### src/rtl/div_pkg.sv
// Shared types and helpers for the multi-channel sequential divider.
package div_pkg;
  typedef enum logic [1:0] {IDLE, CALC, FIX} state_t;

  localparam int MAX_W = 64;

  // Iteration-counter width for a given operand width.
  function automatic int cnt_w(input int width);
    return $clog2(width + 1);
  endfunction

  // Two's-complement conditional negate; callers zero-extend in and truncate out.
  function automatic logic [MAX_W-1:0] cond_neg(input logic [MAX_W-1:0] x, input logic neg);
    return neg ? (~x + MAX_W'(1)) : x;
  endfunction
endpackage

### src/rtl/div_restore_step.sv
// One restoring-division iteration: shift {rem, quo} left, trial-subtract divisor.
module div_restore_step #(
  parameter int WIDTH = 16
) (
  input  logic [WIDTH:0]   rem,
  input  logic [WIDTH-1:0] quo,
  input  logic [WIDTH-1:0] dvs,
  output logic [WIDTH:0]   rem_nxt,
  output logic [WIDTH-1:0] quo_nxt
);
  logic [WIDTH+1:0] sh, diff;
  logic             neg;

  assign sh      = {rem, quo[WIDTH-1]};
  assign diff    = sh - {2'b00, dvs};
  assign neg     = diff[WIDTH+1];
  assign rem_nxt = neg ? sh[WIDTH:0] : diff[WIDTH:0];
  assign quo_nxt = {quo[WIDTH-2:0], ~neg};
endmodule

### src/rtl/seq_divider_mc.sv
// Multi-channel restoring divider, one quotient bit per clock, signed/unsigned,
// with divide-by-zero and MIN/-1 overflow reporting.
module seq_divider_mc
  import div_pkg::*;
#(
  parameter int WIDTH    = 16,
  parameter int CHANNELS = 2,
  parameter int SEL_W    = (CHANNELS > 1) ? $clog2(CHANNELS) : 1
) (
  input  logic                      clk,
  input  logic                      reset,
  input  logic                      start,
  input  logic                      signed_mode,
  input  logic [SEL_W-1:0]          sel,
  input  logic [CHANNELS*WIDTH-1:0] dividend_bus,
  input  logic [CHANNELS*WIDTH-1:0] divisor_bus,
  output logic [WIDTH-1:0]          quotient,
  output logic [WIDTH-1:0]          remainder,
  output logic                      busy,
  output logic                      done,
  output logic                      div_by_zero,
  output logic                      overflow
);
  localparam int              CW  = cnt_w(WIDTH);
  localparam logic [WIDTH-1:0] MIN = {1'b1, {(WIDTH-1){1'b0}}};

  state_t           state;
  logic [CW-1:0]    cnt;
  logic [WIDTH:0]   rem_r, rem_n;
  logic [WIDTH-1:0] quo_r, quo_n, dvs_r;
  logic             neg_q, neg_r, dbz_r, ovf_r;

  int               ch;
  logic [WIDTH-1:0] dvd_sel, dvs_sel, dvd_mag, dvs_mag, q_fix, r_fix;
  logic             dvd_neg, dvs_neg, dvs_zero;

  always_comb begin
    ch       = (int'(sel) < CHANNELS) ? int'(sel) : 0;
    dvd_sel  = dividend_bus[ch*WIDTH +: WIDTH];
    dvs_sel  = divisor_bus[ch*WIDTH +: WIDTH];
    dvd_neg  = signed_mode & dvd_sel[WIDTH-1];
    dvs_neg  = signed_mode & dvs_sel[WIDTH-1];
    dvs_zero = (dvs_sel == '0);
    dvd_mag  = WIDTH'(cond_neg(MAX_W'(dvd_sel), dvd_neg));
    dvs_mag  = WIDTH'(cond_neg(MAX_W'(dvs_sel), dvs_neg));
    // MIN/-1 needs no special casing: the 0x8..0 magnitude wraps back to MIN.
    q_fix    = WIDTH'(cond_neg(MAX_W'(quo_r), neg_q));
    r_fix    = WIDTH'(cond_neg(MAX_W'(rem_r[WIDTH-1:0]), neg_r));
  end

  div_restore_step #(.WIDTH(WIDTH)) u_step (
    .rem     (rem_r),
    .quo     (quo_r),
    .dvs     (dvs_r),
    .rem_nxt (rem_n),
    .quo_nxt (quo_n)
  );

  always_ff @(posedge clk) begin
    if (reset) begin
      state       <= IDLE;
      cnt         <= '0;
      rem_r       <= '0;
      quo_r       <= '0;
      dvs_r       <= '0;
      neg_q       <= 1'b0;
      neg_r       <= 1'b0;
      dbz_r       <= 1'b0;
      ovf_r       <= 1'b0;
      quotient    <= '0;
      remainder   <= '0;
      busy        <= 1'b0;
      done        <= 1'b0;
      div_by_zero <= 1'b0;
      overflow    <= 1'b0;
    end else begin
      case (state)
        IDLE: if (start) begin
          // On divide-by-zero the raw dividend rides in quo_r to become the remainder.
          quo_r       <= dvs_zero ? dvd_sel : dvd_mag;
          dvs_r       <= dvs_mag;
          rem_r       <= '0;
          cnt         <= '0;
          neg_q       <= dvd_neg ^ dvs_neg;
          neg_r       <= dvd_neg;
          dbz_r       <= dvs_zero;
          ovf_r       <= signed_mode && (dvd_sel == MIN) && (&dvs_sel);
          done        <= 1'b0;
          div_by_zero <= 1'b0;
          overflow    <= 1'b0;
          busy        <= 1'b1;
          state       <= dvs_zero ? FIX : CALC;
        end
        CALC: begin
          rem_r <= rem_n;
          quo_r <= quo_n;
          cnt   <= cnt + CW'(1);
          if (cnt == CW'(WIDTH - 1)) state <= FIX;
        end
        FIX: begin
          quotient    <= dbz_r ? '1 : q_fix;
          remainder   <= dbz_r ? quo_r : r_fix;
          div_by_zero <= dbz_r;
          overflow    <= ovf_r;
          done        <= 1'b1;
          busy        <= 1'b0;
          state       <= IDLE;
        end
        default: state <= IDLE;
      endcase
    end
  end
endmodule

### config.mk
export PLATFORM = sky130hd
export DESIGN_NAME = seq_divider_mc
export DESIGN_NICKNAME = d
export VERILOG_FILES = /design/src/rtl/div_pkg.sv /design/src/rtl/div_restore_step.sv /design/src/rtl/seq_divider_mc.sv
export SDC_FILE = /design/constraint.sdc
export NUM_CORES = 1
export LEC_CHECK = 0
export CAP_MARGIN = 0
export CORE_MARGIN = 2
export CORE_UTILIZATION = 50
export DETAILED_ROUTE_END_ITERATION = 10
export PLACE_DENSITY = 0.9
export SYNTH_ARGS = -nofsm -noshare
export SYNTH_HDL_FRONTEND = slang
export SYNTH_SLANG_ARGS = --single-unit
### constraint.sdc
create_clock -name clk -period 3.3 [get_ports clk]
set_clock_uncertainty 0.05 [all_clocks]
set_input_delay 0.33 -clock clk [delete_from_list [all_inputs] [get_ports clk]]
set_output_delay 0.33 -clock clk [all_outputs]
set_load 0.02 [all_outputs]
After elaboration in Yosys (flattened, before gate mapping)
Index checks and enable logic that the tools add are counted.

Shifts and indexed selects: 2. Reductions and logical operators: 11. Bitwise operators: 8. Add/subtract/negate cells: 6. Muxes and demuxes: 24. Eq/ne operators: 6.

Operators by type and width (number): two-way mux 16 bit (8); adder 16 x 1 -> 16 bit (second input constant) (4); NOT 16 bit (4); indexed part select 32 x 6 -> 16 bit (2); two-way mux 17 bit (2); case mux 17 bit (2 select lines) (1); case mux 16 bit (2 select lines) (1); subtractor 18 x 16 -> 18 bit (1); == test 16 bit (second input constant) (1); logical NOT 16 bit (1); AND reduction 16 bit (1); case mux 5 bit (2 select lines) (1); case mux 1 bit (2 select lines) (4); AND reduction 2 bit (4); two-way mux 2 bit (3); adder 5 x 1 -> 5 bit (second input constant) (1); == test 5 x 4 -> 1 bit (second input constant) (1); two-way mux 5 bit (1); != test 2 bit (second input constant) (2); case mux 2 bit (2 select lines) (1); nonzero test 2 bit (2); bitwise AND 1 bit (2); == test 2 x 1 -> 1 bit (second input constant) (1); == test 2 bit (second input constant) (1); other kinds (5) (7).

Output and inout port bits: 36. Register bits after elaboration: 96. Input bits: 69.

Logic depth before layout (Yosys ltp)
Gate-level depths: netlist of run 1.

Word-level depth: 7. Gate-level depth with buffers: 16. Gate-level depth less buffers: 11.

Cells and area by module
From an unflattened synthesis of run 1, not the netlist that was laid out.

Cell total of the unflattened synthesis: 943. Area, all modules: 7329.5 um^2.

By module, submodules not included: seq_divider_mc (cells an instance 779, seq. area each 1921.8 um^2, area each 6070.8 um^2, instances 1); div_restore_step (cells an instance 164, seq. area each 0.0 um^2, area each 1258.7 um^2, instances 1).

Worst setup path after synthesis of run 1
OpenSTA, ideal clock, no wires.

Kind: input-to-reg. From: input port sel. To: register quo_r[9]. Arrival: 3.364 ns. Path slack: -0.218 ns. Library setup time: 0.103 ns. Path buffers: 8. Stages: 16. Data required time: 3.147 ns. Path through: buf_6 buf_6 buf_6 buf_6 buf_4 buf_4 buf_4 mux2i_1 ha_1 o21ai_1 or4_4 nand3b_4 buf_6 nor2_1 xor2_1 a2111oi_2.

Word-level cells in the longest chain between the ends: 7.

Ends and longest elaborated chain: start: declaration (line seq_divider_mc.sv:14) `input logic [SEL_W-1:0] sel,`; indexed part select 32 x 6 -> 16 bit (line seq_divider_mc.sv:39) `dvd_sel = dividend_bus[ch*WIDTH +: WIDTH];`; NOT 16 bit (line div_pkg.sv:14) `return neg ? (~x + MAX_W'(1)) : x;`; adder 16 x 1 -> 16 bit (line div_pkg.sv:14); two-way mux 16 bit (line div_pkg.sv:14); two-way mux 16 bit (*) (line seq_divider_mc.sv:80) `quo_r <= dvs_zero ? dvd_sel : dvd_mag;`; two-way mux 16 bit (*) (line seq_divider_mc.sv:78) `IDLE: if (start) begin`; case mux 16 bit (2 select lines) (*) (line seq_divider_mc.sv:77) `case (state)`; end signal: assignment (line seq_divider_mc.sv:80); end signal: assignment (line seq_divider_mc.sv:96) `quo_r <= quo_n;`; end: declaration (line seq_divider_mc.sv:30) `logic [WIDTH-1:0] quo_r, quo_n, dvs_r;`.

Mark *: on every way between the ends. The rest lies on a longest branch, timed or not. The select of a mux whose other input is x is not followed. A chain may end at the register's enable or synchronous reset.

Final worst setup path of run 1
From: register rem_r[1]. To: register rem_r[9].

Word-level cells in the longest chain between the ends: 3.

Ends and longest elaborated chain: start: declaration (line seq_divider_mc.sv:29) `logic [WIDTH:0] rem_r, rem_n;`; start signal: assignment (line seq_divider_mc.sv:95) `rem_r <= rem_n;`; subtractor 18 x 16 -> 18 bit (line div_restore_step.sv:15) `assign diff = sh - {2'b00, dvs};`; two-way mux 17 bit (line div_restore_step.sv:17) `assign rem_nxt = neg ? sh[WIDTH:0] : diff[WIDTH:0];`; case mux 17 bit (2 select lines) (line seq_divider_mc.sv:77).

No other way between the ends.

==> results.md, run 1 <==
* Max Slew Vio Count at 0
* Fin area at between 7000 and 8000 µm²
* Max-Cap Viols at 0
* Netlist cell types at between 60 and 70
* CP Launch Point: rem_r[1]$_SDFFE_PP0P_
* WP data required at 3.44 ns
* # resized after CTS at 0
* Sequential element share of the synthesized area at 29.1%
* Layout area overhead at 20.9%
* Synthesized flop and latch total at 96
* Worst hold path cell count at 2
* WL per Instance at 15.6 µm
* Dpl ws at between 0.2 and 0.3 ns
* Clock tree root driver cell: clkbuf_16
* Crit path largest cell delay at between 0.5 and 0.6 ns
* Final wirelength at about 17000 µm
* # clock sinks at between 90 and 100
* Worst r2r src: rem_r[1]$_SDFFE_PP0P_
* Number of flops mapped to enable cells by yosys at 0
* Area of the core at ~13000 µm²
* Vias in the first global route at just over 6000
* RSZ-0062 raised after global routing: false
* Syn_area_per_cell at around 7.7 µm²
* Setup Total Neg Slack at 0 ns
* TritonCTS clock tree: done
* Ports at 105
* Least-Margin Pin Slew at between 1 and 1.5 ns
* P_leak at between 3 and 4 nW
* Diodes inserted at 0
* First-pass iteration count of the detailed router at 5
* CP arrival at 3.15 ns
* Gr ovfl total at 0
* Initial antenna violation count at 0
* PortBufs at 104
* Die Y at 119 µm
* Critical path's most frequent cell: a21oi_1
* Most used DFF post-synth: dfxtp_1
* Most frequent cells in the layout: nand2_1, clkdlybuf4s50_1, nor2_1, dfxtp_1, a21oi_1
* CP endpoint kind: flop
* Final worst setup slack at just under 0.3 ns
* Worst skew pair latency at 0.34 ns
* Worst-path clk slew at approximately 0.060 ns
* Syn_nets at about 950
* Area leader, netlist: dfxtp_1
* Worst-path fanout max at 21
* Crit share post-route at between 90% and 100%
* Dpl cell area at 7700 µm²
* Hold Violations, Final at 0
* Num CTS Buffers at 9
* DR vias/cell at 5.87
* CTS H-Tree Depth at 3
* Top cell type's share of synthesized area at 29.1%
* GPL Wtd Cong at 0.904
* Setup-failing EPs final at 0
* Reg2Reg Depth at 9
* Minimum clock period at around 3 ns
* Yosys warning count at 0
* Detailed Place HPWL at between 10000 and 15000 µm
* Hold-fix buffers at CTS at 0
* Synthesized area at 6610 µm²
* Slowest stage cell on the critical path: a2111oi_1
* Critical path class: reg -> reg
* Worst slew margin at between 30% and 40%
* Peak VDD IR at about 0.52 mV
* Most common cell after layout, fill and taps aside: nand2_1
* HP Start: dvs_r[3]$_SDFFE_PP0P_
* Die area at about 14000 µm²
* Initial DRC Count at between 500 and 600
* FFs w/ async S/R, synth at 0%
* Pwr Total at around 5.4 mW
* Starting Density at about half
* Largest net degree at the start of global routing at 80
* Status: complete, no violations
* Vias at about 6500
* Fmax at about 330 MHz
* Pwr Density at roughly 670 nW/µm²
* CP Launch Type: flop
* Hold Crit Class: reg -> reg
* Antenna-violating nets left at 0
* Post-route DRC violation count at 0
* Post-Synthesis Cells at roughly 860
* Area contributors post-synth: dfxtp_1, mux2i_1, nand2_1
* CTS Buffer Depth at 2
* Layout cell share with drive strength beyond 1 at under 10%
* Die W at approximately 120 µm
* Rows at 42
* Critical-path cell list: ha_1, a21oi_1, a2111oi_1, o21a_1, a21oi_1, o211ai_1, buf_4, mux2i_1, o21ai_0
* Layout Nets at roughly 1000
* Global-route wire length before repair at a little under 30000 µm
* Post-CTS Setup Repair Bufs at 0
* Gr usage total at between 20 and 25%
## per-layer routing
| metal | global-route usage (%) | up-vias | part of all wire [%] |
|---|---|---|---|
| li1 | - | 3198 | - |
| met4 | 9.30 | 0 | 2.5 |
| met1 | 32.1 | 3022 | 42 |
| met5 | 0 | - | 0 |
| met2 | 42.5 | 274 | 48 |
| met3 | 3.45 | 39 | 7.2 |
## layout make-up
class	instances	area, µm²
Timing Repair Buffer	117	1130
Fill cell	1114	5090
Inverter	28	105
Sequential cell	96	1920
Multi-Input combinational cell	680	4330
Clock buffer	10	229
Tap cell	176	220
Clock inverter	6	60.1
## synth_stat cells (7+ instances only)
cell and n:
nand2_1 113, nor2_1 99, dfxtp_1 96, a21oi_1 67, o21ai_0 53, mux2i_1 45, clkbuf_1 41, xor2_1 37
inv_1 28, xnor2_1 25, ha_1 23, nor3_1 23, o22ai_1 14, nand3_1 13, nor2b_1 12, o31ai_1 11
a2111oi_2 9, and3_1 9, nand2b_1 9, a211oi_1 8, nor3b_1 8, a31oi_1 7
## stage by stage
step	cells	util, %	hold slack [ns]
5_1_grt	1113	61.1	0.414
4_1_cts	1113	61.1	0.403
2_1_floorplan	861	-	0.382
6_report	1113	61.1	0.401
3_5_place_dp	1097	58.9	0.394
3_3_place_gp	1097	58.9	0.391
## sequential cells by signal (all words and copies together), names as in the netlist, 2 cells and up
register	flops
remainder	16
quo_r	16
cnt	5
dvs_r	16
state	2
rem_r	17
quotient	16
## cell families (layout without fill, tap and decap cells)
group                      count (synthesis)  in the layout  synth area share, %
and+or+nand+nor                          320            320                 22.7
muxes                                     48             48                 7.36
DFF                                       96             96                 29.1
buffers and inverters                     85            161                 5.64
AOI/OAI and AO/OA                        226            226                 22.4
xor gates and xnor gates                  62             62                 8.21
adders and majority gates                 24             24                 4.66
## power breakdown
group	leakage, nW	switching, mW	internal [mW]
Combinational	2.11	1.54	1.31
Sequential	0.781	0.223	1.28
Clock	0.138	0.443	0.584
Total	3.03	2.21	3.17
## worst max-delay path, delay by kind of cell (launching register included)
family | cells | cell delay [ns]
AO/OA/AOI/OAI | 6 | 1.40
buffers and inverters | 1 | 0.34
flip-flops | 1 | 0.38
multiplexers | 1 | 0.28
adder cells (fa/ha/maj) | 1 | 0.39
## worst paths after layout
| check | to | slack (ns) |
|---|---|---|
| setup / recovery | rem_r[9]$_SDFFE_PP0P_ | 0.30 |
| hold / removal | dvs_r[3]$_SDFFE_PP0P_ | 0.40 |
| setup reg to reg | rem_r[9]$_SDFFE_PP0P_ | 0.30 |
| hold reg to reg | dvs_r[3]$_SDFFE_PP0P_ | 0.40 |
Note: power is estimated with default switching activity, not from simulation.
==> inputs of run 2 (changes only) <==
--- a/config.mk
+++ b/config.mk
@@ -5,11 +5,12 @@
 export SDC_FILE = /design/constraint.sdc
 export NUM_CORES = 1
 export LEC_CHECK = 0
-export CAP_MARGIN = 0
+export CELL_PAD_IN_SITES_DETAIL_PLACEMENT = 0
+export CELL_PAD_IN_SITES_GLOBAL_PLACEMENT = 1
 export CORE_MARGIN = 2
-export CORE_UTILIZATION = 50
+export CORE_UTILIZATION = 36
 export DETAILED_ROUTE_END_ITERATION = 10
-export PLACE_DENSITY = 0.9
+export PLACE_DENSITY = 0.89
 export SYNTH_ARGS = -nofsm -noshare
 export SYNTH_HDL_FRONTEND = slang
 export SYNTH_SLANG_ARGS = --single-unit
==> run 2 against run 1 <==
Effect of this change:
- critical path depth stayed put
- via count is 3.5% lower
- sequential share of layout area is 0.53 points lower
- hold slack better by 0.0018 ns
- die area is 37% higher
==> results.md, run 2 (synthesis gave the netlist of run 1 again) <==
* Largest net degree at the start of global routing at 48 (-40%)
* Peak VDD IR at 0.587 mV (+12%)
* Setup-failing EPs final at 0 (unchanged)
* Slowest stage cell on the critical path: a2111oi_1
* Crit share post-route at 88.3% (-2.7 points)
* # clock sinks at 96 (unchanged)
* GPL Wtd Cong at 0.879 (-2.8%)
* Area of the core at 18000 µm² (+37%)
* CP arrival at 3.08 ns (-0.07 ns)
* Vias in the first global route at 5933 (-3.6%)
* Critical path class: reg -> reg
* # resized after CTS at 0 (unchanged)
* Die area at 19500 µm² (+37%)
* CTS H-Tree Depth at 3 (unchanged)
* Initial antenna violation count at 0 (unchanged)
* Hold-fix buffers at CTS at 0 (unchanged)
* Worst-path fanout max at 20 (-4.8%)
* First-pass iteration count of the detailed router at 5 (unchanged)
* PortBufs at 104 (unchanged)
* Hold Crit Class: reg -> reg
* Status: complete, no violations
* Global-route wire length before repair at 30200 µm (+3.2%)
* Layout cell share with drive strength beyond 1 at 7.30% (+0.79 points)
* Critical path's most frequent cell: a21oi_1
* WL per Instance at 15.6 µm (-0.12%)
* Fmax at 343 MHz (+3.1%)
* Ports at 105 (unchanged)
* Layout area overhead at 23.6%
* DR vias/cell at 5.37 (-8.5%)
* CTS Buffer Depth at 2 (unchanged)
* Crit path largest cell delay at 0.56 ns (about the same)
* Max Slew Vio Count at 0 (unchanged)
* Diodes inserted at 0 (unchanged)
* Num CTS Buffers at 9 (unchanged)
* Setup Total Neg Slack at 0 ns (unchanged)
* Initial DRC Count at 461 (-18%)
* Most frequent cells in the layout: nand2_1, clkdlybuf4s50_1, nor2_1, dfxtp_1, a21oi_1
* CP Launch Type: flop
* Minimum clock period at 2.91 ns (-0.0897 ns)
* Filler cells at 1802 (+62%)
* Die Y at 140 µm (+17%)
* Gr usage total at 18.9% (-6.0 points)
* Worst slew margin at 52.5% (+22 points)
* Starting Density at 36.8% (-14 points)
* Register with the most flip-flops: rem_r
* Most common cell after layout, fill and taps aside: nand2_1
* TritonCTS clock tree: done
* P_leak at 3.10 nW (+2.3%)
* Antenna-violating nets left at 0 (unchanged)
* CP endpoint kind: flop
* Final wirelength at 18300 µm (+5.4%)
* Fin Hold WS at 0.403 ns (+0.00177 ns)
* Post-route DRC violation count at 0 (unchanged)
* Critical-path cell list: ha_1, a21oi_1, a2111oi_1, o21a_1, a21oi_1, o211ai_1, buf_12, mux2i_1, o21ai_0
* Vias at 6305 (-3.5%)
* RSZ-0062 raised after global routing: false
* Rows at 49 (+17%)
* WP data required at 3.47 ns (+0.03 ns)
* Layout Nets at 1033 (+0.78%)
* Max reg flops at 17 (unchanged)
* Die W at 140 µm (+17%)
* Hold Violations, Final at 0 (unchanged)
* Max-Cap Viols at 0 (unchanged)
* Worst-path clk slew at 0.06 ns (about the same)
* Worst skew pair latency at 0.36 ns (+0.02 ns)
* Pwr Density at 686 nW/µm² (+1.9%)
* Util after Layout at 45.5% (-16 points)
* Post-CTS Setup Repair Bufs at 0 (unchanged)
* Least-Margin Pin Slew at 0.711 ns (-0.323 ns)
* Clock tree root driver cell: clkbuf_16
* Detailed Place HPWL at 14100 µm (+6.1%)
* Gr ovfl total at 0 (unchanged)
==> run 2: cell count changes in the layout (fill, tap and decap cells not counted) <==
cell	before	now
clkinv_2	3	0
clkinvlp_4	2	0
bufinv_16	1	2
clkinv_4	0	1
buf_12	0	1
inv_6	0	2
clkbuf_8	0	1
buf_4	13	20
==> run 2: worst max-delay path: cells and delay by family, from the launching register on <==
| kind | cells | cell delay (ns) |
|---|---|---|
| AOI/OAI and AO/OA | 6 | 1.52 |
| adders and majority gates | 1 | 0.39 |
| buffers and inverters | 1 | 0.24 |
| DFF | 1 | 0.38 |
| muxes | 1 | 0.19 |
==> run 2: layout make-up <==
type,instances,area [µm²],area share (%)
clock buffers,11,243,2.97
clock inverters,5,86.3,1.06
inverters,28,105,1.29
multi-input cells,680,4330,53.0
flip-flops and latches,96,1920,23.5
well taps,229,287,3.51
repair buffers,125,1200,14.7
==> run 2: metal layers <==
metal  share of wire [%]  GRT usage, %  vias up
met5                   0             0        -
met2                  47          31.9      160
met3                 4.3          3.41       19
met1                  48          25.1     2908
li1                    -             -     3218
met4                 1.1          4.89        0
==> run 2: power breakdown <==
group | internal (mW) | switching (mW)
sequential | 1.28 | 0.212
clock | 0.692 | 0.467
combinational | 1.40 | 1.55
total | 3.37 | 2.23
==> run 2: worst paths after layout <==
path	cells past startpoint	from	end	slack (ns)
worst max-delay path	9	rem_r[1]$_SDFFE_PP0P_	rem_r[1]$_SDFFE_PP0P_	0.39
worst min-delay path	2	dvs_r[6]$_SDFFE_PP0P_	dvs_r[6]$_SDFFE_PP0P_	0.40
worst max register to register	9	rem_r[1]$_SDFFE_PP0P_	rem_r[1]$_SDFFE_PP0P_	0.39
worst min register to register	2	dvs_r[6]$_SDFFE_PP0P_	dvs_r[6]$_SDFFE_PP0P_	0.40
==> run 2: per-stage QoR <==
stage                     instances  area, µm²  total power [mW]  setup WS [ns]
after global placement         1158       7840              4.41          0.363
after detailed placement       1158       7840              4.45          0.225
after global routing           1174       8170              6.00          0.154
final                          1174       8170              5.60          0.387
after floorplan                 861       6630              3.71         0.0292
after CTS                      1174       8170              5.61          0.381
==> inputs of run 3 (changes only) <==
--- a/config.mk
+++ b/config.mk
@@ -8,9 +8,10 @@
 export CELL_PAD_IN_SITES_DETAIL_PLACEMENT = 0
 export CELL_PAD_IN_SITES_GLOBAL_PLACEMENT = 1
 export CORE_MARGIN = 2
-export CORE_UTILIZATION = 36
+export CORE_UTILIZATION = 37
 export DETAILED_ROUTE_END_ITERATION = 10
 export PLACE_DENSITY = 0.89
 export SYNTH_ARGS = -nofsm -noshare
 export SYNTH_HDL_FRONTEND = slang
+export SYNTH_HIERARCHICAL = 1
 export SYNTH_SLANG_ARGS = --single-unit
==> run 3 against run 2 <==
Effect of this change:
- maximum frequency increased by 1.6%
- core utilization decreased by 0.72 points
- sequential power about the same
- sequential share of layout area decreased by 1.5 points
- wire length increased by 16%
- cell count increased by 7.6%
- non-clock buffer count decreased by 1
- critical path type unchanged
- largest cell class unchanged
- largest power group unchanged
==> results.md, run 3 <==
* Status: complete, no violations
* Clock tree root driver cell: clkbuf_16
* Minimum clock period at 2.87 ns (-0.0459 ns)
* Final wirelength at 21200 µm (+16%)
* # clock sinks at 96 (unchanged)
* Vias at 7239 (+15%)
* Storage element area at 1920 µm² (unchanged)
* Worst r2r src: rem_r[0]$_SDFFE_PP0P_
* Final worst setup slack at 0.433 ns (+0.0459 ns)
* Antenna-violating nets left at 0 (unchanged)
* # resized after CTS at 0 (unchanged)
* Fmax at 349 MHz (+1.6%)
* Initial DRC Count at 617 (+34%)
* Worst-path fanout max at 7 (-65%)
* Met2 GRT Util at 30.2% (-1.7 points)
* Slowest stage cell on the critical path: dfxtp_1
* Layout cell share with drive strength beyond 1 at 9.52% (+2.2 points)
* Share of power burned in registers at 24.5% (-2.1 points)
* Initial antenna violation count at 0 (unchanged)
* Largest net degree at the start of global routing at 76 (+58%)
* Max reg flops at 17 (unchanged)
* Met1 track demand over resource at 30.7% (+5.6 points)
* Sw Ratio at 41.0% (+1.2 points)
* Gr usage total at 20.4% (+1.4 points)
* Top cell type's share of synthesized area at 26.2% (-2.8 points)
* HP Start: remainder[5]$_SDFFE_PP0P_
* Filler cells at 1916 (+6.3%)
* Detailed Place HPWL at 15800 µm (+12%)
* Peak VDD IR at 0.480 mV (-18%)
* M3 GR Usage at 2.44% (-0.97 points)
* Hold EP: remainder[5]$_SDFFE_PP0P_
* Largest delay share family, worst path: compound AO/OA/AOI/OAI gates
* GPL Wtd Cong at 0.926 (+5.3%)
* Worst slew margin at 44.0% (-8.6 points)
* Hold-fix buffers at CTS at 0 (unchanged)
* Die W at 145 µm (+3.7%)
* Crit path largest cell delay at 0.47 ns (-0.09 ns)
* Worst-path clk slew at 0.07 ns (about the same)
* Netlist cell types at 84 (+29%)
* Critical path class: reg -> reg
* Die Y at 145 µm (+3.7%)
* Reg2reg end: rem_r[12]$_SDFFE_PP0P_
* CP endpoint kind: flop
* Starting Density at 37.7% (+0.86 points)
* Worst skew pair latency at 0.35 ns (about the same)
* Most common cell after layout, fill and taps aside: clkdlybuf4s50_1
* Layout Nets at 1086 (+5.1%)
* Post-CTS Setup Repair Bufs at 0 (unchanged)
* Diodes inserted at 0 (unchanged)
* R2R setup slack at 0.43 ns (+0.05 ns)
* Critical path's most frequent cell: a21oi_1
* Area contributors post-synth: dfxtp_1, a21oi_1, nand2_1
* TritonCTS clock tree: done
* Layout area overhead at 18.9%
* Syn_area_per_cell at 7.77 µm² (+1.2%)
* CTS Buffer Depth at 2 (unchanged)
* Psw at 2.47 mW (+11%)
* Top-count cell post-synth: dfxtp_1
* P_leak at 3.10 nW (-0.17%)
* Most instantiated cells after synthesis: dfxtp_1, nand2_1, a21oi_1
* Synthesized area at 7330 µm² (+11%)
* Combinational Power Share at 59.0% (+6.3 points)
* DR vias/cell at 5.73 (+6.7%)
* Vias in the first global route at 6551 (+10%)
* WP buf/inv at 1 (unchanged)
* Power Internal at 3.55 mW (+5.3%)
* Max-Cap Viols at 0 (unchanged)
* Most frequent cells in the layout: clkdlybuf4s50_1, dfxtp_1, nand2_1, a21oi_1, nand3_1
* FFs w/ async S/R, synth at 0% (unchanged)
* Crit share post-route at 86.9% (-1.4 points)
* WL per Instance at 16.8 µm (+7.5%)
* Max Slew Vio Count at 0 (unchanged)
* Rows at 51 (+4.1%)
* Gr ovfl total at 0 (unchanged)
* RSZ-0062 raised after global routing: false
* Synthesized flop and latch total at 96 (unchanged)
* Hold Crit Class: reg -> reg
* Pwr Density at 691 nW/µm² (+0.73%)
* Area of the core at 19500 µm² (+8.3%)
* Dpl ws at 0.168 ns (-0.0571 ns)
* Yosys warning count at 6 (+6)
* Reg2Reg Depth at 11 (+2)
* WP data required at 3.45 ns (-0.02 ns)
* Die area at 21000 µm² (+7.6%)
* Hold Violations, Final at 0 (unchanged)
* Worst hold path cell count at 2 (unchanged)
* Clk pwr share at 16.5% (-4.2 points)
* Sequential element share of the synthesized area at 26.2% (-2.8 points)
* Footprint of the multi-input gates at 4850 µm² (+12%)
* PortBufs at 104 (unchanged)
* Area leader, netlist: dfxtp_1
* Setup-failing EPs final at 0 (unchanged)
* CP Launch Type: flop
* Syn_nets at 1036 (+8.6%)
* Least-Margin Pin Slew at 0.841 ns (+0.130 ns)
* Critical-path cell list: inv_1, fa_1, nand2b_1, a21oi_1, nor2b_1, o21ai_0, a31oi_1, xnor2_1, mux2_4, nand2_1, a21oi_1
* Post-route DRC violation count at 0 (unchanged)
* Ports at 105 (unchanged)
* Number of flops mapped to enable cells by yosys at 0 (unchanged)
* Global-route wire length before repair at 34200 µm (+13%)
* Post-Synthesis Cells at 943 (+9.5%)
* First-pass iteration count of the detailed router at 5 (unchanged)
* Num CTS Buffers at 9 (unchanged)
* GR peak layer: met1
* CTS H-Tree Depth at 3 (unchanged)
* Most used DFF post-synth: dfxtp_1
* CP arrival at 3.02 ns (-0.06 ns)
* Register with the most flip-flops: rem_r
* Setup Total Neg Slack at 0 ns (unchanged)
run 3: cell types whose count changed after synthesis, sizes merged, moves of 19 or more:
| cell | change |
|---|---|
| a21oi | +20 |
| mux2 | +22 |
| nand2 | -19 |
| nand3 | +49 |
| nor2 | -41 |
run 3: how the worst max path moves through the flow:
stage	start	cells after the start	endpoint	slack, ns
floorplan	sel	13	quo_r[10]$_SDFFE_PP0P_	0.04
global placement	divisor_bus[17]	8	quo_r[10]$_SDFFE_PP0P_	0.19
detailed placement	divisor_bus[17]	8	quo_r[11]$_SDFFE_PP0P_	0.17
CTS	rem_r[0]$_SDFFE_PP0P_	11	rem_r[12]$_SDFFE_PP0P_	0.43
global route	dvs_r[14]$_SDFFE_PP0P_	11	rem_r[2]$_SDFFE_PP0P_	0.30
finish	rem_r[0]$_SDFFE_PP0P_	11	rem_r[12]$_SDFFE_PP0P_	0.43
run 3: power groups by stage:
stage / Sequential, mW / Clock [mW] / Combinational (mW)
3_3_place_gp: 1.50 / 0 / 3.48
4_1_cts: 1.47 / 1.00 / 3.53
3_5_place_dp: 1.50 / 0 / 3.50
2_1_floorplan: 1.44 / 0 / 2.95
5_1_grt: 1.50 / 1.06 / 3.86
6_report: 1.47 / 0.993 / 3.55
run 3: stage by stage:
step	cells	hold WS (ns)	total power [mW]	util, %	cell area [µm²]
2_1_floorplan	943	0.382	4.39	-	7330
3_3_place_gp	1247	0.390	4.97	43.4	8440
3_5_place_dp	1247	0.404	5.00	43.4	8440
4_1_cts	1263	0.414	6.00	44.8	8710
5_1_grt	1263	0.426	6.42	44.8	8710
6_report	1263	0.409	6.02	44.8	8710
run 3: layout make-up:
class / count / share of cell area, %
Inverter: 30 / 1.29
Clock inverter: 6 / 0.517
Tap cell: 265 / 3.81
Clock buffer: 10 / 2.63
Multi-Input combinational cell: 732 / 55.7
Sequential cell: 96 / 22.1
Timing Repair Buffer: 124 / 14.0
run 3: layer usage:
layer,wire length (µm),up-vias
li1,-,3553
met1,10500,3366
met2,9010,298
met3,1390,22
met4,303,0
met5,0,-
run 3: worst reg2reg max path: cells and delay by family (launching register included):
family	cells	cell delay, ns
compound gates	4	0.83
flops	1	0.47
fa+ha+maj	1	0.47
simple gates	3	0.34
mux	1	0.26
xor+xnor	1	0.18
buf+inv	1	0.12
run 3: cell families (layout without fill, tap and decap cells):
kind of cell             Yosys count  after routing  synth area share, %
buffers and inverters            115            170                 7.68
AND/OR/NAND/NOR                  348            348                 24.2
flip-flops                        96             96                 26.2
AO/OA/AOI/OAI                    257            257                 23.5
multiplexers                      57             57                 8.45
adder cells (fa/ha/maj)           24             24                 4.20
XOR/XNOR                          46             46                 5.75
